[src/rtl/storage_access_arbiter.sv]
// Registered req/gnt arbiter sharing the single-port Matrix_storage RAM between input(0), display(1), calc(2).
// Define STORAGE_ARB_RR_EN for round-robin winner selection; otherwise fixed priority calc > input > display.
module storage_access_arbiter #(
    parameter int ADDR_W    = 8,
    parameter int DATA_W    = 32,
    parameter int DEPTH     = 256,
    parameter int MAX_BURST = 16
) (
    input  logic                clk,
    input  logic                rst,
    input  logic [2:0]          req,
    input  logic [2:0]          we,
    input  logic [3*ADDR_W-1:0] addr,
    input  logic [3*DATA_W-1:0] wdata,
    output logic [2:0]          gnt,
    output logic [2:0]          rvalid,
    output logic [DATA_W-1:0]   rdata,
    output logic                err_oob,
    output logic                busy,
    output logic                mem_we,
    output logic [ADDR_W-1:0]   mem_addr,
    output logic [DATA_W-1:0]   mem_wdata,
    input  logic [DATA_W-1:0]   mem_rdata
);
    localparam int CNT_W = $clog2(MAX_BURST + 2);
    localparam logic [CNT_W-1:0] CNT_MAX = (MAX_BURST == 0) ? {CNT_W{1'b1}} : CNT_W'(MAX_BURST);
    localparam logic [ADDR_W:0] DEPTH_L = (ADDR_W + 1)'(DEPTH);

    typedef enum logic {IDLE, OWN} state_t;

    state_t             state_q, state_d;
    logic [1:0]         owner_q, owner_d;
    logic [2:0]         gnt_q, gnt_d;
    logic [CNT_W-1:0]   beat_cnt_q, beat_cnt_d;
    logic [2:0]         rvalid_q, rvalid_d;
    logic               err_oob_q, err_oob_d;
    logic               rd_oob_q, rd_oob_d;

    logic               beat;
    logic               regrant;
    logic               in_bounds;
    logic               sel_we;
    logic [ADDR_W-1:0]  sel_addr;
    logic [DATA_W-1:0]  sel_wdata;
    logic [2:0]         cand;
    logic [1:0]         winner;

`ifdef STORAGE_ARB_RR_EN
    // rr_ptr holds the first index to consider, i.e. the slot just after the last owner
    logic [1:0] rr_ptr_q, rr_ptr_d;

    function automatic logic [1:0] pick_winner(input logic [2:0] c, input logic [1:0] start);
        int s;
        pick_winner = 2'd0;
        for (int off = 2; off >= 0; off--) begin
            s = int'(start) + off;
            if (s >= 3) s = s - 3;
            if (c[s]) pick_winner = 2'(s);
        end
    endfunction

    assign winner = pick_winner(cand, rr_ptr_q);
`else
    function automatic logic [1:0] pick_winner(input logic [2:0] c);
        if (c[2])      pick_winner = 2'd2;
        else if (c[0]) pick_winner = 2'd0;
        else           pick_winner = 2'd1;
    endfunction

    assign winner = pick_winner(cand);
`endif

    assign beat      = |(req & gnt_q);
    assign cand      = beat ? (req & ~gnt_q) : req;
    assign in_bounds = ({1'b0, sel_addr} < DEPTH_L);

    always_comb begin
        sel_we    = 1'b0;
        sel_addr  = '0;
        sel_wdata = '0;
        case (owner_q)
            2'd0: begin
                sel_we    = we[0];
                sel_addr  = addr[0 +: ADDR_W];
                sel_wdata = wdata[0 +: DATA_W];
            end
            2'd1: begin
                sel_we    = we[1];
                sel_addr  = addr[ADDR_W +: ADDR_W];
                sel_wdata = wdata[DATA_W +: DATA_W];
            end
            2'd2: begin
                sel_we    = we[2];
                sel_addr  = addr[2*ADDR_W +: ADDR_W];
                sel_wdata = wdata[2*DATA_W +: DATA_W];
            end
            default: ;
        endcase
    end

    // In OWN, a cycle without a beat means the owner dropped req; that release wins over the burst limit
    always_comb begin
        state_d    = state_q;
        owner_d    = owner_q;
        beat_cnt_d = beat_cnt_q;
        regrant    = 1'b0;
        if (beat && beat_cnt_q != CNT_MAX) beat_cnt_d = beat_cnt_q + 1'b1;
        case (state_q)
            IDLE: regrant = |req;
            OWN: begin
                if (!beat) begin
                    regrant = 1'b1;
                    if (!(|req)) state_d = IDLE;
                end else if (MAX_BURST != 0 && beat_cnt_d == CNT_MAX && |cand) begin
                    regrant = 1'b1;
                end
            end
            default: state_d = IDLE;
        endcase
        if (regrant) begin
            beat_cnt_d = '0;
            if (|cand) begin
                state_d = OWN;
                owner_d = winner;
            end
        end
        gnt_d = (state_d == OWN) ? 3'(3'b001 << owner_d) : 3'b000;
    end

`ifdef STORAGE_ARB_RR_EN
    always_comb begin
        rr_ptr_d = rr_ptr_q;
        if (regrant && |cand) rr_ptr_d = (winner == 2'd2) ? 2'd0 : winner + 2'd1;
    end

    always_ff @(posedge clk) begin
        if (rst) rr_ptr_q <= 2'd0;
        else     rr_ptr_q <= rr_ptr_d;
    end
`endif

    always_comb begin
        rvalid_d  = (beat && !sel_we) ? gnt_q : 3'b000;
        rd_oob_d  = beat && !sel_we && !in_bounds;
        err_oob_d = beat && !in_bounds;
    end

    always_ff @(posedge clk) begin
        if (rst) begin
            state_q    <= IDLE;
            owner_q    <= 2'd0;
            gnt_q      <= 3'b000;
            beat_cnt_q <= '0;
            rvalid_q   <= 3'b000;
            err_oob_q  <= 1'b0;
            rd_oob_q   <= 1'b0;
        end else begin
            state_q    <= state_d;
            owner_q    <= owner_d;
            gnt_q      <= gnt_d;
            beat_cnt_q <= beat_cnt_d;
            rvalid_q   <= rvalid_d;
            err_oob_q  <= err_oob_d;
            rd_oob_q   <= rd_oob_d;
        end
    end

    assign gnt       = gnt_q;
    assign busy      = |gnt_q;
    assign rvalid    = rvalid_q;
    assign err_oob   = err_oob_q;
    assign rdata     = rd_oob_q ? '0 : mem_rdata;
    assign mem_we    = beat && sel_we && in_bounds;
    assign mem_addr  = beat ? sel_addr : '0;
    assign mem_wdata = beat ? sel_wdata : '0;

endmodule

[config.mk]
export PLATFORM = sky130hd
export DESIGN_NAME = storage_access_arbiter
export DESIGN_NICKNAME = d
export VERILOG_FILES = /design/src/rtl/storage_access_arbiter.sv
export SDC_FILE = /design/constraint.sdc
export NUM_CORES = 1
export LEC_CHECK = 0
export CAP_MARGIN = 20
export CORE_MARGIN = 8
export CORE_UTILIZATION = 25
export DETAILED_ROUTE_END_ITERATION = 8
export PLACE_DENSITY_LB_ADDON = 0.12
export SETUP_SLACK_MARGIN = 0.15
export SLEW_MARGIN = 25
export SYNTH_ARGS = -nofsm -noshare
export SYNTH_HDL_FRONTEND = slang
export SYNTH_SLANG_ARGS = --single-unit
[constraint.sdc]
create_clock -name clk -period 2.6 [get_ports clk]
set_input_delay 0.39 -clock clk [delete_from_list [all_inputs] [get_ports clk]]
set_output_delay 0.39 -clock clk [all_outputs]
set_load 0.05 [all_outputs]
==> qor.yml <==
place:
  dp.cells: 545
  hpwl_um: 8070
  io_buffers: 175
  gp_congestion: 0.858
  placed_cell_area_um2: 4160
floorplan:
  num_io_pins: 241
  rows: 32
  dieArea_um2: 11200
  core_area_um2: 7770
  dieWidth_um: 106
  start_util_pct: 26.0
  die_h_um: 106
drt:
  dr_total_vias: 2552
  ant_nets: 0
  drt_wl_total_um: 9630
  first_iter_violations: 63
  wl_per_cell_um: 17.4
  first_pass_iters: 4
  drc: 0
  avgViaCountPerCell: 4.61
yosys:
  synth_edf_count: 0
  synth_compound_area_share_pct: 19.3
  synth_top_family_by_area: "simple AND/OR/NAND/NOR gates"
  muxShareOfSynthArea_pct: 20.9
  avgSynthCellArea_um2: 6.71
  synthDistinctLibCells: 41
  yosys-top-cells-count: "91 x nor2_1, 43 x a21oi_1, 41 x mux2i_1"
  synthXorXnorAreaFrac_pct: 2.60
  async_reset_ff_share_pct: 0
  synth_cells: 301
  synthTopCellsByArea: "mux2i_1 20%, nor2_1 17%, dfxtp_1 14%"
  synth_ff_type: "dfxtp_1"
  syn_area_um2: 2020
  synth_most_common_cell: "nor2_1"
  ys_ff_latch: 14
  syn_nets: 463
  synth_top_area_share_pct: 20.3
  synth_largest_area_cell: "mux2i_1"
  synth-adder-area-share_pct: 1.24
  synth.yosys.warnings: 0
  yosys.area_share.simple_pct: 24.8
  seq_area_frac_synth_pct: 13.9
grt:
  grt_pass1_vias: 2682
  overflow: 0
  grt_pass1_wl_um: 14600
  antenna_found_initial: 0
  grt_use_total_pct: 16.1
  grt_max_degree: 24
hold_path:
  min-delay-start: "gnt[0]"
  worstHoldPathType: "reg2reg"
timing:
  max_freq_mhz: 440
  worst_pin_slew_ns: 0.530
  finalClockSkew_ns: 0.00264
  timing.final.crit_share_pct: 87.4
  setup_viol: 0
  slew-limit-headroom_pct: 64.2
  rsz0062_at_grt: "no"
  fin_crit_ns: 2.27
  hold_viol: 0
  finalMaxSlewViolations: 0
critical_path:
  crit_chain: "inv_1, ha_1, nor4bb_1, buf_4, o21ai_1, o211ai_2, buf_6, o41ai_4, o21ba_4, o32ai_2"
  startpoint_type: "flip-flop"
  cp_slowest_cell: "dfxtp_2"
  r2r-start: "beat_cnt_q[0]"
  setup.worst_path.class: "reg2reg"
  cp_num_buf_inv: 3
  cp.arrival_ns: 2.43
  crit_start: "beat_cnt_q[0]"
  cp_max_fo: 6
  crit_family: "compound AO/OA/AOI/OAI gates"
  slowest_delay_ns: 0.38
  endpoint_kind: "flip-flop"
  critPathRequiredTime_ns: 2.76
clock_tree:
  cts_tree: "yes"
  cts_buffer_depth: 2
  cts.sinks: 14
  clk_pin_slew_ns: 0.06
  cts_buffers: 3
  root_buffer: "clkbuf_8"
  htreeDepth: 1
  clock_latency_ns: 0.25
pwr:
  leakage_nw: 1.68
  peakVddDrop_mv: 0.181
  finalPower_w: 0.00193
  powerDensity_nw_per_um2: 449
layout:
  seq_area_um2: 287
  fillers: 751
  final_nets: 614
  drive_above_1_share_pct: 18.6
  final_area_um2: 4310
  multi_input_area_um2: 1450
  antennaDiodeCount: 0
  layout.cells.non_filler: 553
  syn_to_final_growth_pct: 113
run_status:
  status: "finished, final reports clean"
job:
  drv_cap: 0
-- routing by layer --
metal	part of all wire, %	routed length (um)	global-route usage, %
met5	0	0	0
met1	35	3350	15.6
met3	6.8	655	4.77
met2	57	5480	31.9
met4	1.6	154	3.92
-- placed cells by master, fill, tap and decap left out, types with 3 or more instances in the layout --
cell type          n
clkdlybuf4s50_1  131
nor2_1            90
a21oi_1           43
buf_12            42
mux2i_1           41
buf_4             19
dfxtp_1            9
inv_1              7
dfxtp_2            5
nor2b_1            4
clkbuf_8           4
o31ai_1            3
xnor2_1            3
xor2_1             3
nand2_1            3
and2_1             3
dlymetal6s2s_1     3
-- metrics by stage --
step / hold slack [ns] / setup slack (ns) / util (%) / TNS, ns
2_1_floorplan: 0.462 / 0.213 / - / 0
3_3_place_gp: 0.497 / -0.0283 / 53.6 / -0.0549
3_5_place_dp: 0.501 / -0.0947 / 53.6 / -0.178
4_1_cts: 0.518 / 0.134 / 55.1 / 0
5_1_grt: 0.522 / 0.183 / 55.4 / 0
6_report: 0.511 / 0.327 / 55.4 / 0
-- what timing repair did --
action                                  CTS  global route
pin swaps                                 3             6
endpoints found under the setup margin    1            26
cloned                                    1             0
buffers inserted                          2             1
hold endpoints to repair                  0             0
resized for setup                         6             6
hold buffers                              0             0
-- logic make-up after synthesis --
kind of cell               after synthesis
DFF                                     14
buffers and inverters                   59
other                                    1
and+or+nand+nor                        116
xor gates and xnor gates                 6
muxes                                   42
adders and majority gates                2
AOI/OAI and AO/OA                       61
-- report_power, final --
group          switching, W  total, W  internal (W)
Combinational      0.000751   0.00146      0.000711
Sequential        0.0000239  0.000254      0.000230
Clock             0.0000831  0.000217      0.000134
-- cell type report --
cell class / count / area share [%]
multi-input cells: 228 / 33.7
flip-flops and latches: 14 / 6.65
well taps: 102 / 2.96
clock buffers: 4 / 1.28
repair buffers: 198 / 54.8
inverters: 7 / 0.610
-- state kept, by name, indices dropped and copies added, names as in the netlist --
name and count:
owner_q 2, state_q 1, gnt 3, rvalid 3, beat_cnt_q 5
-- final timing paths --
kind / to / slack (ns) / cells after the start
worst max-delay path: gnt[2] / 0.33 / 10
worst min-delay path: rvalid[0] / 0.51 / 1
worst max register to register: gnt[2] / 0.33 / 10
worst min register to register: rvalid[0] / 0.51 / 1
Note: power is estimated with default switching activity, not from simulation.
